===== src/rtl/seg_bcd_conv.sv =====
`default_nettype none
// ============================================================================
// Module      : seg_bcd_conv
// Description : Sequential 32-bit binary to 8-digit packed BCD converter.
//               Uses one double-dabble step per clock (32 steps). Operands
//               above 99_999_999 skip the conversion and load a fill
//               pattern instead.
// Option      : SEG_BCD_SATURATE_EN - when defined, overflow loads
//               0x99999999 instead of the ERR_DIGIT error pattern.
// Revision    : 1.0 - initial release
// ============================================================================
module seg_bcd_conv #(
   parameter logic [3:0] ERR_DIGIT = 4'hE
) (
   input  logic        CLK,
   input  logic        rst_n,
   input  logic        start,
   input  logic [31:0] bin,
   output logic        busy,
   output logic        done,
   output logic        ovf,
   output logic [31:0] bcd
);

   typedef enum logic [1:0] {
      S_IDLE  = 2'd0,
      S_SHIFT = 2'd1,
      S_DONE  = 2'd2
   } state_t;

   localparam logic [31:0] c_OVF_LIMIT = 32'd99_999_999;
   localparam logic [5:0]  c_LAST_STEP = 6'd31;
`ifdef SEG_BCD_SATURATE_EN
   localparam logic [31:0] c_OVF_PATTERN = 32'h9999_9999;
`else
   localparam logic [31:0] c_OVF_PATTERN = {8{ERR_DIGIT}};
`endif

   state_t      r_state;
   state_t      w_state_nxt;
   logic [5:0]  r_cnt;
   logic [63:0] r_shreg;     // {scratch BCD, operand}
   logic        r_ovf;
   logic [31:0] r_bcd;

   logic        w_accept;
   logic        w_in_ovf;
   logic [63:0] w_adj;
   logic [63:0] w_step;

   assign w_in_ovf = (bin > c_OVF_LIMIT);
   assign w_accept = (r_state == S_IDLE) && start;

   // Add-3 correction on every scratch digit that would overflow a decimal digit when doubled
   for (genvar gi = 0; gi < 8; gi++) begin : g_adj
      assign w_adj[32+4*gi +: 4] = (r_shreg[32+4*gi +: 4] >= 4'd5) ?
                                   (r_shreg[32+4*gi +: 4] + 4'd3) :
                                    r_shreg[32+4*gi +: 4];
   end
   assign w_adj[31:0] = r_shreg[31:0];
   assign w_step      = w_adj << 1;

   // State register
   always_ff @(posedge CLK or negedge rst_n) begin
      if (!rst_n) begin
         r_state <= S_IDLE;
      end else begin
         r_state <= w_state_nxt;
      end
   end

   // Next-state decode and status outputs
   always_comb begin
      w_state_nxt = r_state;
      busy        = 1'b0;
      done        = 1'b0;
      case (r_state)
         S_IDLE: begin
            if (start) begin
               w_state_nxt = w_in_ovf ? S_DONE : S_SHIFT;
            end
         end
         S_SHIFT: begin
            busy = 1'b1;
            if (r_cnt == c_LAST_STEP) begin
               w_state_nxt = S_DONE;
            end
         end
         S_DONE: begin
            busy        = 1'b1;
            done        = 1'b1;
            w_state_nxt = S_IDLE;
         end
         default: begin
            w_state_nxt = S_IDLE;
         end
      endcase
   end

   // Datapath: operand capture, shift steps, and result load on entry to DONE so bcd is valid alongside done
   always_ff @(posedge CLK or negedge rst_n) begin
      if (!rst_n) begin
         r_shreg <= 64'd0;
         r_cnt   <= 6'd0;
         r_ovf   <= 1'b0;
         r_bcd   <= 32'd0;
      end else if (w_accept) begin
         r_shreg <= {32'd0, bin};
         r_cnt   <= 6'd0;
         r_ovf   <= w_in_ovf;
         if (w_in_ovf) begin
            r_bcd <= c_OVF_PATTERN;
         end
      end else if (r_state == S_SHIFT) begin
         r_shreg <= w_step;
         r_cnt   <= r_cnt + 6'd1;
         if (r_cnt == c_LAST_STEP) begin
            r_bcd <= w_step[63:32];
         end
      end
   end

   assign ovf = r_ovf;
   assign bcd = r_bcd;

endmodule
`default_nettype wire

===== config.mk =====
export PLATFORM = sky130hd
export DESIGN_NAME = seg_bcd_conv
export DESIGN_NICKNAME = d
export VERILOG_FILES = /design/src/rtl/seg_bcd_conv.sv
export SDC_FILE = /design/constraint.sdc
export NUM_CORES = 1
export LEC_CHECK = 0
export CAP_MARGIN = 20
export CELL_PAD_IN_SITES_DETAIL_PLACEMENT = 0
export CELL_PAD_IN_SITES_GLOBAL_PLACEMENT = 1
export CORE_MARGIN = 5
export CORE_UTILIZATION = 40
export CTS_CLUSTER_SIZE = 8
export DETAILED_ROUTE_END_ITERATION = 8
export PLACE_DENSITY_LB_ADDON = 0.1
export SYNTH_ARGS = -nofsm -noshare
export SYNTH_HDL_FRONTEND = slang
export SYNTH_SLANG_ARGS = --single-unit

===== constraint.sdc =====
create_clock -name CLK -period 3.95 [get_ports CLK]
set_input_delay 0.395 -clock CLK [delete_from_list [all_inputs] [get_ports CLK]]
set_output_delay 0.395 -clock CLK [all_outputs]
set_load 0.005 [all_outputs]

Word-level counts from Yosys, hierarchy flattened
Index checks and enable logic that the tools add are counted.
{ "classes": {"reduce_logical": 7, "eq_ne": 6, "n_mux": 22, "order_cmp": 9, "n_addsub": 9} }
{ "op_table": {"columns": ["op", "n"], "rows": [
  ["2-to-1 mux 32 bit", 4],
  ["2-to-1 mux 64 bit", 2],
  [">= comparator 4 x 3 -> 1 bit (second input constant)", 8],
  ["greater-than comparator 32 x 27 -> 1 bit (second input constant)", 1],
  ["adder 4 x 2 -> 4 bit (second input constant)", 7],
  ["2-to-1 mux 4 bit", 7],
  ["2-to-1 mux 6 bit", 2],
  ["adder 6 x 1 -> 6 bit (second input constant)", 1],
  ["== test 6 x 5 -> 1 bit (second input constant)", 1],
  ["2-to-1 mux 2 bit", 3],
  ["!= test 2 bit (second input constant)", 2],
  ["one-hot mux 2 bit (2 select lines)", 1],
  ["nonzero test 2 bit", 2],
  ["adder 3 x 2 -> 3 bit (second input constant)", 1],
  ["2-to-1 mux 3 bit", 1],
  ["AND reduction 3 bit", 1],
  ["== test 2 x 1 -> 1 bit (second input constant)", 1],
  ["== test 2 bit (second input constant)", 1],
  ["logical NOT 2 bit", 1],
  ["2-to-1 mux 1 bit", 2],
  ["!= test 2 x 1 -> 1 bit (second input constant)", 1],
  ["AND reduction 2 bit", 1],
  ["OR reduction 2 bit", 1],
  ["logical AND 1 bit", 1]
]} }
{ "totals": {"word_cells": 58, "input_bits": 35, "output_inout_bits": 35, "ff_bits": 105} }

Logic depth before layout (Yosys ltp)
Gate-level depths: netlist of run 1.
{ "depth": {"word_depth": 5, "ltp_mapped": 8, "mapped_depth_nobuf": 7} }

Worst setup path after synthesis of run 1
No wires, ideal clock.
{ "synth_path": {"kind": "reg2reg", "from": "register r_cnt[0]", "to": "register r_bcd[19], in the netlist bcd[19]", "required_ns": 3.827, "t_arrival_ns": 1.467, "setup_slack_ns": 2.360, "synth_period_minus_slack_ns": 1.590, "path_stages_with_launch": 7, "n_path_buf": 1, "cell_sequence": "dfrtp_1 -> ha_1 -> and4b_1 -> nand4_1 -> clkbuf_1 -> a211oi_1 -> o21ai_2"} }
{ "synth_via": {"elab_chain_cells": 3} }
{ "synth_rtl": {"columns": ["element", "line_no", "source"], "rows": [
  ["from (decl)", "41", "logic [5:0] r_cnt;"],
  ["from (signal assigned)", "116", "r_cnt <= r_cnt + 6'd1;"],
  ["== test 6 x 5 -> 1 bit", "117", "if (r_cnt == c_LAST_STEP) begin"],
  ["nonzero test 2 bit (no line)", null, null],
  ["AND reduction 3 bit (no line)", null, null],
  ["to (signal assigned)", "112", "r_bcd <= c_OVF_PATTERN;"],
  ["to (signal assigned)", "118", "r_bcd <= w_step[63:32];"],
  ["to (decl)", "44", "logic [31:0] r_bcd;"]
]} }
No other way between the ends.
A chain may end at the register's enable or synchronous reset.

Worst setup path in the final report of run 1
{ "layout_path": {"from": "input bin[30]", "to": "register r_bcd[22], in the netlist bcd[22]"} }
{ "layout_via": {"elab_chain_cells": 3} }
{ "layout_rtl": {"columns": ["element", "line_no", "source"], "rows": [
  ["from (decl)", "18", "input logic [31:0] bin,"],
  ["greater-than comparator 32 x 27 -> 1 bit", "51", "assign w_in_ovf = (bin > c_OVF_LIMIT);"],
  ["!= test 2 x 1 -> 1 bit (no line)", null, null],
  ["AND reduction 3 bit (no line)", null, null]
]} }
No other way between the ends.

==> impl_metrics.toml, run 1 <==
[power_and_ir_drop]
peakVddDrop_v = 0.000204
pwr-share-comb = 0.186
pwr-share-seq = 0.463
p_total_mw = 2.93
p_per_area_nw_per_um2 = 447
p_int_mw = 2.12
p_leak_nw = 2.60
switchingPower_mw = 0.816
pwr-share-clk = 0.351
switching_share = 0.278

[final_layout]
multi_input_area_um2 = 2530
stdcell_count = 787
syn2layout_area_growth_pct = 21.7
num-nets-final = 661
drive_gt1_frac = 0.0802
num-fill-cells = 1340
mostFrequentLayoutCells = "dfrtp_1 (105), nand2_1 (87), clkdlybuf4s50_1 (68)"
final_common_cell = "dfrtp_1"
ff_latch_area_um2 = 2630
num_antenna_cells = 0

[synthesis]
syn_nets = 604
synth_seq_cells = 105
yosys.area.top_type_share = 0.488
synth_warnings = 0
synth_area_um2 = 5380
ys_seq_area_frac = 0.488
postSynthAreaPerCell_um2 = 9.80
synth_edf_count = 0
synthCells = 549
synth_flop_cell = "dfrtp_1"
async_reset_ff_frac = 1.00
netlist_top_cells_area = "dfrtp_1 (49%), mux2i_1 (10%), nand2_1 (6.1%)"
ys_types = 37
synth_top_area_cell = "dfrtp_1"

[global_route]
grtUsageTotal = 0.156
grt_pass1_wl_mm = 20.3
antenna_found_initial = 0
overflow = 0
grt_pass1_vias = 4117
grt_max_degree = 59

[clocking]
cts_root_buf = "clkbuf_16"
path_clk_slew_ns = 0.07
cts_setup_buffers = 0
cts_tree = "built"
cts_buffers = 9
clock-sinks = 105
cts_resized = 0
postCtsHoldBufs = 0
clk_latency_ns = 0.35
cts-htree-levels = 3
clock_path_buffers = 2

[route]
routed_wl_mm = 11.7
wl_per_cell_um = 14.9
drtIter0Drc = 247
drc = 0
drtAntennaViolNets = 0
via_per_inst = 5.06
num_vias = 3985
first_pass_iters = 6

[floorplanning]
start_util = 0.406
num_io_pins = 70
die_y_um = 126
die_x_um = 126
die-area_um2 = 15900
core_area_um2 = 13200
rows = 42

[sta]
skew_ns = 0.00761
setup_tns_ns = 0
tightest_slew_ns = 0.899
grt_setup_unrepaired = "no"
slew_viol_final = 0
fin_crit_sh = 0.610
setup_violations = 0
period_needed_ns = 2.41
fmax_mhz = 415
hold_viol = 0
relSlewSlack = 0.401

[critical_path]
critical_path_arrival_ns = 2.63
criticalPathCategory = "in -> reg"
required_ns = 4.18
end_kind = "flip-flop"
worstPathMaxFanout = 17
cp-start-kind = "input port"

[placed_design]
post-place-cells = 771
io_buffers = 69
dp_hpwl_mm = 8.09
routabilityCongestion = 0.782

[worst_hold_path]
hold_class = "in -> async"

[job]
cap_viol_max_count = 0

[outcome]
status = "completed"
## worst max-delay path, cell delays in order
cell             delay (ns)
clkdlybuf4s50_1        0.44
nor4_2                 0.34
nand3_1                0.13
o22ai_2                0.25
or2_1                  0.67
buf_4                  0.33
nand3_2                0.07
## state kept, by name (all words and copies together), names as in the netlist
| signal | cells |
|---|---|
| ovf | 1 |
| r_shreg | 64 |
| r_cnt | 6 |
| bcd | 32 |
| r_state | 2 |
## metrics by stage
step | hold slack, ns | util | area [µm²] | setup WS, ns
2_1_floorplan | 0.0994 | - | 5380 | 2.36
3_3_place_gp | 0.471 | 0.469 | 6210 | 1.19
3_5_place_dp | 0.481 | 0.469 | 6210 | 1.17
4_1_cts | 0.102 | 0.495 | 6550 | 1.53
5_1_grt | 0.135 | 0.495 | 6550 | 1.35
6_report | 0.0716 | 0.495 | 6550 | 1.54
## layer usage
| metal | GRT usage | vias up | share of wire | wire length, µm |
|---|---|---|---|---|
| met5 | 0 | - | 0 | 0 |
| met4 | 0.0543 | 0 | 0.016 | 187 |
| met3 | 0.0275 | 12 | 0.039 | 457 |
| met2 | 0.249 | 78 | 0.47 | 5470 |
| met1 | 0.214 | 1894 | 0.48 | 5590 |
| li1 | - | 2001 | - | - |
## cell type report
class	instances	share of cell area
Clock buffer	10	0.0365
Clock inverter	6	0.0160
Inverter	20	0.0115
Multi-Input combinational cell	393	0.387
Sequential cell	105	0.401
Tap cell	176	0.0336
Timing Repair Buffer	77	0.114
## kinds of logic after synthesis
kind of cell	share of synthesized area
AO/OA/AOI/OAI	0.124
AND/OR/NAND/NOR	0.176
XOR/XNOR	0.0195
buffers and inverters	0.0435
adder cells (fa/ha/maj)	0.0465
multiplexers	0.102
flip-flops	0.488
## worst paths after layout
path | cells past startpoint | to | start | slack, ns
max | 7 | bcd[22] | bin[30] | 1.54
min | 1 | r_shreg[43] | rst_n | 0.07
max reg2reg | 5 | bcd[26] | r_state[1] | 1.64
min reg2reg | 2 | bcd[9] | bcd[9] | 0.50
max in group asynchronous | 2 | r_shreg[23] | rst_n | 2.99
min in group CLK | 2 | bcd[9] | bcd[9] | 0.50
## power groups by stage
stage / combinational, mW / clock (mW) / sequential (mW)
2_1_floorplan: 0.385 / 0 / 1.34
3_3_place_gp: 0.548 / 0 / 1.37
3_5_place_dp: 0.559 / 0 / 1.38
4_1_cts: 0.560 / 1.06 / 1.36
5_1_grt: 0.632 / 1.10 / 1.38
6_report: 0.545 / 1.03 / 1.36
## cells in the mapped netlist, types with 9 or more instances
| library cell | count |
|---|---|
| dfrtp_1 | 105 |
| mux2i_1 | 55 |
| ha_1 | 20 |
| nand3_2 | 14 |
| buf_2 | 10 |
| nand2_1 | 87 |
| xnor2_1 | 9 |
| nor3b_1 | 15 |
| a21oi_1 | 28 |
| nor2_1 | 40 |
| nand3_1 | 9 |
| inv_1 | 20 |
| a211oi_1 | 17 |
| clkbuf_1 | 15 |
| o21ai_0 | 57 |
Power figures use the tool's default switching activity.
==> inputs of run 2 (changes only) <==
--- a/config.mk
+++ b/config.mk
@@ -9,7 +9,7 @@
 export CELL_PAD_IN_SITES_DETAIL_PLACEMENT = 0
 export CELL_PAD_IN_SITES_GLOBAL_PLACEMENT = 1
 export CORE_MARGIN = 5
-export CORE_UTILIZATION = 40
+export CORE_UTILIZATION = 39
 export CTS_CLUSTER_SIZE = 8
 export DETAILED_ROUTE_END_ITERATION = 8
 export PLACE_DENSITY_LB_ADDON = 0.1
==> constraint.sdc (replaced) <==
create_clock -name CLK -period 2.1 [get_ports CLK]
set_input_delay 0.21 -clock CLK [delete_from_list [all_inputs] [get_ports CLK]]
set_output_delay 0.21 -clock CLK [all_outputs]
set_load 0.005 [all_outputs]
==> run 2 against run 1 <==
Power increased by 90%. Utilization shrank 0.90 points. Die area increased by 2.4%. Sequential cell count unchanged. Combinational power up 96%. Setup slack got worse by 1.3 ns. Routed wire length rose by 1.2%. Register-to-register slack lost 1.3 ns. Cell count rose by 1.7%. Via count rose by 1.3%. Non-clock buffer count rose by 9.
==> impl_metrics.toml, run 2 (synthesized netlist as in run 1, its figures left out) <==
[global_route]
overflow = 0
grt_use_met2 = 0.256
grt_pass1_wl_mm = 20.7
busiest_layer = "met2"
met1_usage = 0.205
grt_util_met3 = 0.0288
antenna_found_initial = 0
grt_max_degree = 70
grt_pass1_vias = 4284
grtUsageTotal = 0.156

[sta]
skew_ns = 0.00840
tightest_slew_ns = 0.461
fmax_mhz = 536
period_needed_ns = 1.86
setup_violations = 0
grt_setup_unrepaired = "no"
hold_viol = 0
relSlewSlack = 0.693
fin_crit_sh = 0.888
slew_viol_final = 0

[placed_design]
io_buffers = 69
post-place-cells = 783
dp_hpwl_mm = 8.14
place_area_um2 = 6310
routabilityCongestion = 0.778

[clocking]
clk_latency_ns = 0.35
cts_root_buf = "clkbuf_16"
clock_path_buffers = 2
clock-sinks = 105
cts-htree-levels = 3
path_clk_slew_ns = 0.07
cts_setup_buffers = 0
cts_tree = "built"
cts_buffers = 9

[final_layout]
largest_reg_flops = 64
num-nets-final = 670
num_antenna_cells = 0
num-fill-cells = 1311
mostFrequentLayoutCells = "dfrtp_1 (105), nand2_1 (87), clkdlybuf4s50_1 (68)"
syn2layout_area_growth_pct = 23.8
regMostFlops = "r_shreg"
utilization = 0.486
drive_gt1_frac = 0.0919
final_common_cell = "dfrtp_1"
stdcell_count = 800
design_area_um2 = 6660

[critical_path]
worstPathMaxFanout = 3
max_stage_delay_ns = 0.51
crit_buf_inv = 2
end_kind = "primary output"
path_delay_family = "buffers and inverters"
critical_path_arrival_ns = 1.65
worstPathCellList = "inv_1 > ha_1 > clkdlybuf4s50_1"
required_ns = 1.89
cp-start-kind = "flip-flop"
crit_slowest_cell = "clkdlybuf4s50_1"
criticalPathCategory = "reg -> out"

[power_and_ir_drop]
p_leak_nw = 2.66
peakVddDrop_v = 0.000447
p_per_area_nw_per_um2 = 835

[floorplanning]
die_x_um = 127
start_util = 0.392
die_y_um = 127
die-area_um2 = 16300
num_io_pins = 70
core_area_um2 = 13700
rows = 43

[job]
cap_viol_max_count = 0

[outcome]
status = "completed"

[route]
wl_per_cell_um = 14.8
via_per_inst = 5.05
routed_wl_mm = 11.9
first_pass_iters = 4
drc = 0
drtIter0Drc = 173
drtAntennaViolNets = 0
num_vias = 4036

[worst_hold_path]
hold_class = "in -> async"
## run 2: changes by cell type in the layout (fill, tap and decap cells not counted), sizes merged
cell and change:
buf +8, dlygate4sd3 +1
## run 2: cell type report
| class | count | area (µm²) | share of cell area |
|---|---|---|---|
| Sequential cell | 105 | 2630 | 0.394 |
| Multi-Input combinational cell | 393 | 2530 | 0.380 |
| Tap cell | 180 | 225 | 0.0338 |
| Inverter | 20 | 75.1 | 0.0113 |
| Timing Repair Buffer | 86 | 856 | 0.128 |
| Clock inverter | 6 | 105 | 0.0158 |
| Clock buffer | 10 | 239 | 0.0359 |
## run 2: power breakdown
group,internal (mW),switching [mW]
Sequential,2.35,0.200
Combinational,0.472,0.595
Clock,1.19,0.752
Total,4.02,1.55
## run 2: timing repair
item | in CTS | in global routing
hold buffers | 1 | 0
gates resized for setup | 0 | 0
setup endpoints to repair | 0 | 0
hold endpoints to repair | 26 | 0
## run 2: worst paths after layout
| path | slack, ns | startpoint | to | cells past startpoint |
|---|---|---|---|---|
| setup / recovery | 0.24 | r_state[0] | busy | 3 |
| hold / removal | 0.34 | rst_n | r_shreg[30] | 2 |
| setup reg to reg | 0.29 | r_state[0] | bcd[3] | 8 |
| hold reg to reg | 0.49 | bcd[21] | bcd[21] | 2 |
| max in group asynchronous | 1.18 | rst_n | bcd[0] | 3 |
| min in group CLK | 0.42 | bin[7] | r_shreg[7] | 3 |
## run 2: metrics by stage
stage                     worst slack (ns)  hold WS, ns  power [mW]   TNS, ns
final                                0.235        0.336        5.57         0
after detailed placement          -0.00677        0.159        3.69  -0.00677
after CTS                            0.204        0.353        5.64         0
after global placement             0.00128        0.163        3.66         0
after floorplan                      0.510      -0.0856        3.25         0
after global routing                 0.135        0.396        5.88         0
## run 2: worst register-to-register path, delay by kind of cell (launching register included)
| kind | cells | cell delay (ns) |
|---|---|---|
| AOI/OAI and AO/OA | 1 | 0.18 |
| and+or+nand+nor | 3 | 0.37 |
| adders and majority gates | 1 | 0.23 |
| DFF | 1 | 0.42 |
| buffers and inverters | 3 | 0.53 |
## run 2: per-layer routing
layer,wire (µm),vias up
met5,0,-
met4,251,0
met3,427,17
met2,5540,60
met1,5640,1939
li1,-,2020
